$ cat src/rtl/alu_seq_unit.sv
// alu_seq_unit: multi-cycle ALU feeding the Z/HI/LO registers.
//
// Single-cycle ops (logic, add/sub, shift/rotate, neg/not) finish on the
// start edge. MUL (radix-2 Booth) and DIV (restoring, on magnitudes) each
// iterate WIDTH times in RUN. The result is presented as {zhi, zlo}.
//
// Ports:
//   clk          system clock, rising edge
//   Clear        synchronous active-low reset, highest priority
//   start        request, sampled only in IDLE
//   op[3:0]      operation code, latched with start
//   a, b         operands (Y register / bus), latched with start
//   busy         high while iterating (RUN)
//   done         one-cycle pulse; zlo/zhi valid from here until next start
//   zlo, zhi     result low / high word (quotient / remainder for DIV)
//   div_by_zero  set with done for DIV by zero, cleared on next start
module alu_seq_unit #(
    parameter int WIDTH = 32
) (
    input  logic             clk,
    input  logic             Clear,
    input  logic             start,
    input  logic [3:0]       op,
    input  logic [WIDTH-1:0] a,
    input  logic [WIDTH-1:0] b,
    output logic             busy,
    output logic             done,
    output logic [WIDTH-1:0] zlo,
    output logic [WIDTH-1:0] zhi,
    output logic             div_by_zero
);

    localparam int SHW = $clog2(WIDTH);
    localparam int CW  = SHW + 1;

    localparam logic [1:0] S_IDLE = 2'd0;
    localparam logic [1:0] S_RUN  = 2'd1;
    localparam logic [1:0] S_DONE = 2'd2;

    localparam logic [3:0] OP_AND = 4'd0;
    localparam logic [3:0] OP_OR  = 4'd1;
    localparam logic [3:0] OP_ADD = 4'd2;
    localparam logic [3:0] OP_SUB = 4'd3;
    localparam logic [3:0] OP_SHR = 4'd4;
    localparam logic [3:0] OP_SHL = 4'd5;
    localparam logic [3:0] OP_ROR = 4'd6;
    localparam logic [3:0] OP_ROL = 4'd7;
    localparam logic [3:0] OP_NEG = 4'd8;
    localparam logic [3:0] OP_NOT = 4'd9;
    localparam logic [3:0] OP_MUL = 4'd10;
    localparam logic [3:0] OP_DIV = 4'd11;

    logic [1:0]       r_state;
    logic             r_is_div;
    logic             r_neg_q;
    logic             r_neg_r;
    // MUL: r_acc is Booth's A (one guard bit so most-negative squared fits),
    //      r_q the multiplier, r_m the sign-extended multiplicand.
    // DIV: r_acc is the partial remainder, r_q the dividend shifting into
    //      the quotient, r_m the divisor magnitude.
    logic [WIDTH:0]   r_acc;
    logic [WIDTH-1:0] r_q;
    logic             r_q1;
    logic [WIDTH:0]   r_m;
    logic [CW-1:0]    r_cnt;
    logic [WIDTH-1:0] r_zlo;
    logic [WIDTH-1:0] r_zhi;
    logic             r_dbz;

    // ---------------- single-cycle datapath ----------------
    logic [SHW-1:0]     w_sh;
    logic [WIDTH:0]     w_sum;
    logic [2*WIDTH-1:0] w_rsh;
    logic [2*WIDTH-1:0] w_lsh;
    logic [WIDTH-1:0]   w_lo;
    logic [WIDTH-1:0]   w_hi;
    logic [WIDTH-1:0]   w_a_abs;
    logic [WIDTH-1:0]   w_b_abs;

    assign w_sh  = b[SHW-1:0];
    assign w_sum = {1'b0, a} + {1'b0, b};
    // Shifting {a,a} gives both the plain shift (one half) and the rotate
    // (the other half) from a single shifter per direction.
    assign w_rsh = {a, a} >> w_sh;
    assign w_lsh = {a, a} << w_sh;

    assign w_a_abs = a[WIDTH-1] ? -a : a;
    assign w_b_abs = b[WIDTH-1] ? -b : b;

    always_comb begin
        w_lo = '0;
        w_hi = '0;
        case (op)
            OP_AND: w_lo = a & b;
            OP_OR:  w_lo = a | b;
            OP_ADD: begin
                w_lo = w_sum[WIDTH-1:0];
                w_hi = {{(WIDTH-1){1'b0}}, w_sum[WIDTH]};
            end
            OP_SUB: begin
                w_lo = a - b;
                w_hi = {{(WIDTH-1){1'b0}}, (a < b)};
            end
            OP_SHR: w_lo = w_rsh[2*WIDTH-1:WIDTH];
            OP_SHL: w_lo = w_lsh[WIDTH-1:0];
            OP_ROR: w_lo = w_rsh[WIDTH-1:0];
            OP_ROL: w_lo = w_lsh[2*WIDTH-1:WIDTH];
            OP_NEG: w_lo = -b;
            OP_NOT: w_lo = ~b;
            default: begin
                w_lo = '0;
                w_hi = '0;
            end
        endcase
    end

    // ---------------- iterative step ----------------
    logic [WIDTH:0]   w_bsum;
    logic [WIDTH:0]   w_dshift;
    logic [WIDTH:0]   w_dtrial;
    logic [WIDTH:0]   w_acc_n;
    logic [WIDTH-1:0] w_q_n;
    logic             w_q1_n;
    logic [WIDTH-1:0] w_rem_mag;
    logic [WIDTH-1:0] w_quo;
    logic [WIDTH-1:0] w_rem;

    always_comb begin
        case ({r_q[0], r_q1})
            2'b01:   w_bsum = r_acc + r_m;
            2'b10:   w_bsum = r_acc - r_m;
            default: w_bsum = r_acc;
        endcase
    end

    // Partial remainder stays below the divisor, so the shifted value fits
    // in WIDTH bits and bit WIDTH of the trial is a clean borrow flag.
    assign w_dshift = {r_acc[WIDTH-1:0], r_q[WIDTH-1]};
    assign w_dtrial = w_dshift - r_m;

    always_comb begin
        w_acc_n = r_acc;
        w_q_n   = r_q;
        w_q1_n  = 1'b0;
        if (r_is_div) begin
            if (!w_dtrial[WIDTH]) begin
                w_acc_n = w_dtrial;
                w_q_n   = {r_q[WIDTH-2:0], 1'b1};
            end else begin
                w_acc_n = w_dshift;
                w_q_n   = {r_q[WIDTH-2:0], 1'b0};
            end
        end else begin
            // arithmetic right shift of {A, Q, q-1}
            w_acc_n = {w_bsum[WIDTH], w_bsum[WIDTH:1]};
            w_q_n   = {w_bsum[0], r_q[WIDTH-1:1]};
            w_q1_n  = r_q[0];
        end
    end

    assign w_rem_mag = w_acc_n[WIDTH-1:0];
    assign w_quo     = r_neg_q ? -w_q_n : w_q_n;
    assign w_rem     = r_neg_r ? -w_rem_mag : w_rem_mag;

    // ---------------- control ----------------
    always_ff @(posedge clk) begin
        if (!Clear) begin
            r_state  <= S_IDLE;
            r_is_div <= 1'b0;
            r_neg_q  <= 1'b0;
            r_neg_r  <= 1'b0;
            r_acc    <= '0;
            r_q      <= '0;
            r_q1     <= 1'b0;
            r_m      <= '0;
            r_cnt    <= '0;
            r_zlo    <= '0;
            r_zhi    <= '0;
            r_dbz    <= 1'b0;
        end else begin
            case (r_state)
                S_IDLE: begin
                    if (start) begin
                        r_dbz    <= 1'b0;
                        r_is_div <= (op == OP_DIV);
                        r_neg_q  <= a[WIDTH-1] ^ b[WIDTH-1];
                        r_neg_r  <= a[WIDTH-1];
                        r_cnt    <= CW'(WIDTH);
                        if (op == OP_MUL) begin
                            r_acc   <= '0;
                            r_q     <= b;
                            r_q1    <= 1'b0;
                            r_m     <= {a[WIDTH-1], a};
                            r_state <= S_RUN;
                        end else if (op == OP_DIV) begin
                            if (b == '0) begin
                                r_zlo   <= '0;
                                r_zhi   <= a;
                                r_dbz   <= 1'b1;
                                r_state <= S_DONE;
                            end else begin
                                r_acc   <= '0;
                                r_q     <= w_a_abs;
                                r_q1    <= 1'b0;
                                r_m     <= {1'b0, w_b_abs};
                                r_state <= S_RUN;
                            end
                        end else begin
                            r_zlo   <= w_lo;
                            r_zhi   <= w_hi;
                            r_state <= S_DONE;
                        end
                    end
                end
                S_RUN: begin
                    r_acc <= w_acc_n;
                    r_q   <= w_q_n;
                    r_q1  <= w_q1_n;
                    r_cnt <= r_cnt - 1'b1;
                    // outputs are only touched on the final iteration
                    if (r_cnt == CW'(1)) begin
                        r_zlo   <= r_is_div ? w_quo : w_q_n;
                        r_zhi   <= r_is_div ? w_rem : w_acc_n[WIDTH-1:0];
                        r_state <= S_DONE;
                    end
                end
                S_DONE:  r_state <= S_IDLE;
                default: r_state <= S_IDLE;
            endcase
        end
    end

    assign busy        = (r_state == S_RUN);
    assign done        = (r_state == S_DONE);
    assign zlo         = r_zlo;
    assign zhi         = r_zhi;
    assign div_by_zero = r_dbz;

endmodule

$ cat config.mk
export PLATFORM = sky130hd
export DESIGN_NAME = alu_seq_unit
export DESIGN_NICKNAME = d
export VERILOG_FILES = /design/src/rtl/alu_seq_unit.sv
export SDC_FILE = /design/constraint.sdc
export NUM_CORES = 2
export LEC_CHECK = 0
export BUFFER_PORTS_ARGS = -buffer_cell sky130_fd_sc_hd__buf_2
export CORE_MARGIN = 2
export CORE_UTILIZATION = 35
export CTS_CLUSTER_SIZE = 24
export DETAILED_ROUTE_END_ITERATION = 16
export PLACE_DENSITY = 0.46
export SLEW_MARGIN = 20
export SYNTH_ARGS = -nofsm -noshare
export SYNTH_HDL_FRONTEND = slang
export SYNTH_SLANG_ARGS = --single-unit
$ cat constraint.sdc
create_clock -name clk -period 5.9 [get_ports clk]
set_input_delay 0.295 -clock clk [delete_from_list [all_inputs] [get_ports clk]]
set_output_delay 0.295 -clock clk [all_outputs]
set_load 0.01 [all_outputs]
After elaboration in Yosys (flattened, before gate mapping)
Cells that the tools add are included.
{ "totals": {"ff_bits": 175, "output_inout_bits": 67, "word_cells": 118} }
{ "op_classes": {"add_sub_neg": 10, "order_cmp": 1, "n_eq_ne": 23, "shifts": 2, "mux": 55, "n_bitwise": 4, "reduce_logical": 11} }
{ "op_table": {"columns": ["operator", "n"], "rows": [
  ["two-way mux 32 bit", 21],
  ["one-hot mux 32 bit (10 select lines)", 1],
  ["two-way mux 33 bit", 9],
  ["one-hot mux 32 bit (2 select lines)", 3],
  ["one-hot mux 33 bit (2 select lines)", 2],
  ["negation 32 bit", 4],
  ["subtractor 33 bit", 2],
  ["left shift 64 x 5 -> 64 bit", 1],
  [">> shifter 64 x 5 -> 64 bit", 1],
  ["adder 32 x 32 -> 33 bit", 1],
  ["adder 33 bit", 1],
  ["bitwise AND 32 bit", 1],
  ["zero test 32 bit", 1],
  ["less-than comparator 32 bit", 1],
  ["inverter 32 bit", 1],
  ["bitwise OR 32 bit", 1],
  ["subtractor 32 bit", 1],
  ["== test 4 x 3 -> 1 bit, second input constant", 4],
  ["== test 4 bit, second input constant", 4],
  ["one-hot mux 6 bit (2 select lines)", 1],
  ["two-way mux 2 bit", 5],
  ["two-way mux 1 bit", 9],
  ["!= test 3 bit, second input constant", 3],
  ["== test 4 x 2 -> 1 bit, second input constant", 2],
  ["other kinds (17)", 26]
]} }

Depth between registers and ports, before layout
{ "logic_depth": {"ltp_word": 8, "mapped_depth": 25} }

Worst setup path before layout
OpenSTA, ideal clock, no wires.
{ "synth_timing": {"path_type": "register to register", "start": "register r_m[1]", "end": "register r_zhi[25], in the netlist zhi[25]", "setup_time_ps": 62, "arrival_ps": 5109, "t_required_ps": 5838, "slack_ps": 730, "stages_incl_launch_ff": 23, "path_cell_list": "dfxtp_1 > inv_1 > ha_1 > nor3b_1 > nand2_1 > nor4_1 > nor2_1 > xnor2_1 > ha_1 > clkbuf_1 > a21oi_1 > o21bai_1 > a21oi_1 > o21a_1 > o21ai_0 > a221o_1 > a221oi_4 > o2111ai_2 > or4_1 > buf_2 > or2_4 > or4b_1 > nand3_1"} }
{ "synth_via": {"elab_chain_cells": 8} }
{ "synth_rtl": {"columns": ["element", "line_no", "rtl"], "rows": [
  ["from (decl)", "64", "logic [WIDTH:0] r_m;"],
  ["from (signal assigned)", "193", "r_m <= {a[WIDTH-1], a};"],
  ["from (signal assigned)", "205", "r_m <= {1'b0, w_b_abs};"],
  ["subtractor 33 bit, or another cell as far along", "131", "2'b10: w_bsum = r_acc - r_m;"],
  ["one-hot mux 33 bit (2 select lines) or two-way mux 33 bit (tied branches)", "129, 146", null],
  ["two-way mux 33 bit *", "145", "if (r_is_div) begin"],
  ["negation 32 bit", "163", "assign w_rem = r_neg_r ? -w_rem_mag : w_rem_mag;"],
  ["two-way mux 32 bit", "163", null],
  ["two-way mux 32 bit *", "223", "r_zhi <= r_is_div ? w_rem : w_acc_n[WIDTH-1:0];"],
  ["two-way mux 32 bit *", "221", "if (r_cnt == CW'(1)) begin"],
  ["one-hot mux 32 bit (2 select lines) *", "181", "case (r_state)"],
  ["to (signal assigned)", "210", "r_zhi <= w_hi;"],
  ["to (signal assigned)", "223", null],
  ["to (decl)", "67", "logic [WIDTH-1:0] r_zhi;"]
]} }
Mark *: on every way between the ends. The rest lies on a longest branch, timed or not. The select of a mux whose other input is x is not followed.
A chain may end at the register's enable or synchronous reset.

Worst setup path after layout
Ends and elaborated chain as after synthesis.

==> summary.md <==
| Metric | Value |
|---|---|
| Status | completed |
| Worst skew pair latency | about 0.49 ns |
| CTS Buffer Depth | 2 |
| Top cells by area, synth | dfxtp_1 (13%), ha_1 (8.0%), nor2_1 (6.1%) |
| Hold Fails Final Rpt | 0 |
| Final period utilization | 95.4% |
| Critical path startpoint | r_m[1] |
| H-tree Lvls | 4 |
| Core area | approximately 0.076 mm² |
| Mean routed wirelength per cell | between 30 and 40 µm |
| Yosys Warn Count | 0 |
| Post-layout util | 38.7% |
| Register area | 0.00351 mm² |
| Fmax | 178 MHz |
| Largest net degree at the start of global routing | 88 |
| Reg clk slew, reported paths | 0.08 ns |
| IO Pins | around 140 |
| Port bufs | 137 |
| Routed WL | 145 mm |
| Number of synthesized flops with an enable pin | 0 |
| DR vias | 31.0k |
| Fill count | 8220 |
| Multi-input logic area | 0.0215 mm² |
| Critical Path End Type | register |
| Worst path required time | between 6 and 7 ns |
| Startpoint Class | register |
| Primary FF master, synth | dfxtp_1 |
| Area Overhead vs Synth | 9.72% |
| Final setup vio count | 0 |
| Syn nets | 4003 |
| Layout cells sized above 1 | approximately 12% |
| Gp weighted congestion | 1.03 |
| Peak supply drop | ~0.00022 V |
| First-pass GRT wire length | 209 mm |
| Overall Power | around 5700 µW |
| Hold depth | 2 |
| Worst flop-to-flop path startpoint | r_m[1] |
| Die Y | 280 µm |
| Slew HR | 20.9% |
| Post-Syn Area | 0.0267 mm² |
| DR WL met2 | 61.4 mm |
| Pins over their slew limit | 0 |
| Grt ovf | 0 |
| Vias/cell | 6.53 |
| Critical path class | reg -> reg |
| Initial Util | 35.3% |
| Num Clock Sinks | about 180 |
| Most common cell in the netlist | nor2_1 |
| Synth top cells by count | nor2_1 (434), a21oi_1 (315), nand2_1 (314), clkbuf_1 (242), o21ai_0 (222) |
| Die area | roughly 0.08 mm² |
| Number of library cell types mapped by synthesis | just over 100 |
| Pwr/cell area | slightly below 200 mW/mm² |
| Reg2reg path depth | 21 |
| Total GRT Usage | 36.3% |
| Crit path time final | 5.63 ns |
| Dpl hpwl | 112 mm |
| Num CTS Buffers | 17 |
| DRT Pass-1 Iters | 6 |
| Least-Margin Pin Slew | approximately 1.2 ns |
| Reg2Reg Setup Slack | 0.27 ns |
| Synth area leader | dfxtp_1 |
| Leakage Power | 0.0118 µW |
| WL met3 | 12.7 mm |
| Critical register-to-register path endpoint | zhi[25] |
| Async set or reset register ratio after synthesis | 0% |
| Clock skew | 0.0182 ns |
| Number of synthesized register bits | 175 |
| Hold Startpoint | Clear |
| Die width | 280 µm |
| Worst Hold End | zlo[0] |
| Signal arrival time at the worst endpoint | approximately 6 ns |
| Avg Cell Area, Syn | 7.10 µm² |
| Worst min path class | in -> reg |
| TritonCTS clock tree | done |
| Vias in the first global route | 29.1k |
| Routed Antenna Nets | 0 |
| Final #Nets | 4004 |
| Clock Tree Root | clkbuf_16 |
| Initial antenna violation count | 4 |
| Crit path max fanout | 7 |
| WL met1 | ~61 mm |
| Max Cap Viol | 0 |
| CTS Hold Bufs | 0 |
| DRT iter0 DRCs | 3782 |
| Seq/Total Area, Yosys | 13.1% |
| Top layer reached by signal wires | met5 |
| Number of remaining DRC errors | 0 |
| Std cell rows | 101 |
| Syn Inst Count | around 3.8k |
| Synth top area share | about an eighth |
-- worst max-delay path by stage --
stage,endpoint,depth (start not counted)
after floorplan,zhi[25],22
after global placement,zhi[25],21
after detailed placement,zhi[25],21
after CTS,zhi[25],22
after global routing,zhi[25],22
final,zhi[25],21
-- per-layer routing --
metal  track usage [%]  vias up
met2              54.3     1662
li1                  -    14000
met5                 0        -
met4              21.8        6
met1              48.6    15000
met3              6.20      345
-- report_power, final --
group	leakage, µW	internal [µW]	switching (µW)	total, µW
registers	0.00143	1240	60.6	1300
clock network	0.000291	606	623	1230
logic	0.0100	1070	2070	3140
-- registers in the layout, indices dropped and copies added (netlist names) --
register     cells
r_neg_q          1
zhi             32
div_by_zero      1
r_is_div         1
r_state          2
r_acc           33
r_neg_r          1
zlo             32
r_q1             1
r_cnt            6
r_m             33
r_q             32
-- through the flow --
| stage | setup TNS (ns) | worst slack, ns | hold slack (ns) | instance area, µm² | std cells |
|---|---|---|---|---|---|
| 5_1_grt | -0.00939 | -0.00939 | 0.269 | 29300 | 4750 |
| 3_5_place_dp | -0.0316 | -0.0316 | 0.455 | 28600 | 4716 |
| 4_1_cts | 0 | 0.0744 | 0.238 | 29200 | 4748 |
| 2_1_floorplan | 0 | 0.730 | 0.448 | 26700 | 3758 |
| 3_3_place_gp | 0 | 0.0729 | 0.445 | 28600 | 4716 |
| 6_report | 0 | 0.273 | 0.265 | 29300 | 4752 |
-- area by class of cell --
cell class	instances	area share [%]
multi-input combinational	3117	73.5
sequential	175	12.0
timing repair buffer	279	6.14
tap	978	4.18
inverter	169	2.17
clock buffer	17	1.45
clock inverter	15	0.585
antenna	2	0.0171
-- critical path, stage by stage, from the launching register on --
cell and delay, ns:
dfxtp_1 0.32, inv_1 0.15, ha_1 0.20, nor3b_2 0.27
nand2_1 0.17, nor4_1 0.33, buf_4 0.22, a31oi_1 0.10
xnor2_1 0.14, ha_1 0.41, a21oi_1 0.09, o21ai_0 0.43
nor3_1 0.15, a211oi_2 0.50, xnor2_1 0.18, o21ai_0 0.16
nor2_1 0.14, a31oi_1 0.09, or4_4 0.66, or2_4 0.28
or4b_1 0.47, nand3_1 0.10
-- cell families after synthesis --
| group | synth area share, % |
|---|---|
| AO/OA/AOI/OAI | 33.2 |
| XOR/XNOR | 6.99 |
| multiplexers | 9.65 |
| AND/OR/NAND/NOR | 22.0 |
| buffers and inverters | 6.69 |
| flip-flops | 13.1 |
| adder cells (fa/ha/maj) | 8.27 |
-- layout by cell type (no fill, tap or decap), drive strengths merged, types with 101 or more instances in the layout --
master and n:
nor2 435, ha 170, xnor2 172, dfxtp 175, o21ai 228, mux2i 101, nand2 315, buf 279
a21oi 316, inv 175
-- what timing repair did --
action | CTS | global route
setup endpoints to repair | 1 | 14
gates resized for setup | 2 | 13
hold endpoints to repair | 0 | 0
setup buffers | 0 | 2
pin swaps | 0 | 2
No activity file was read; power rests on OpenSTA's default activity.
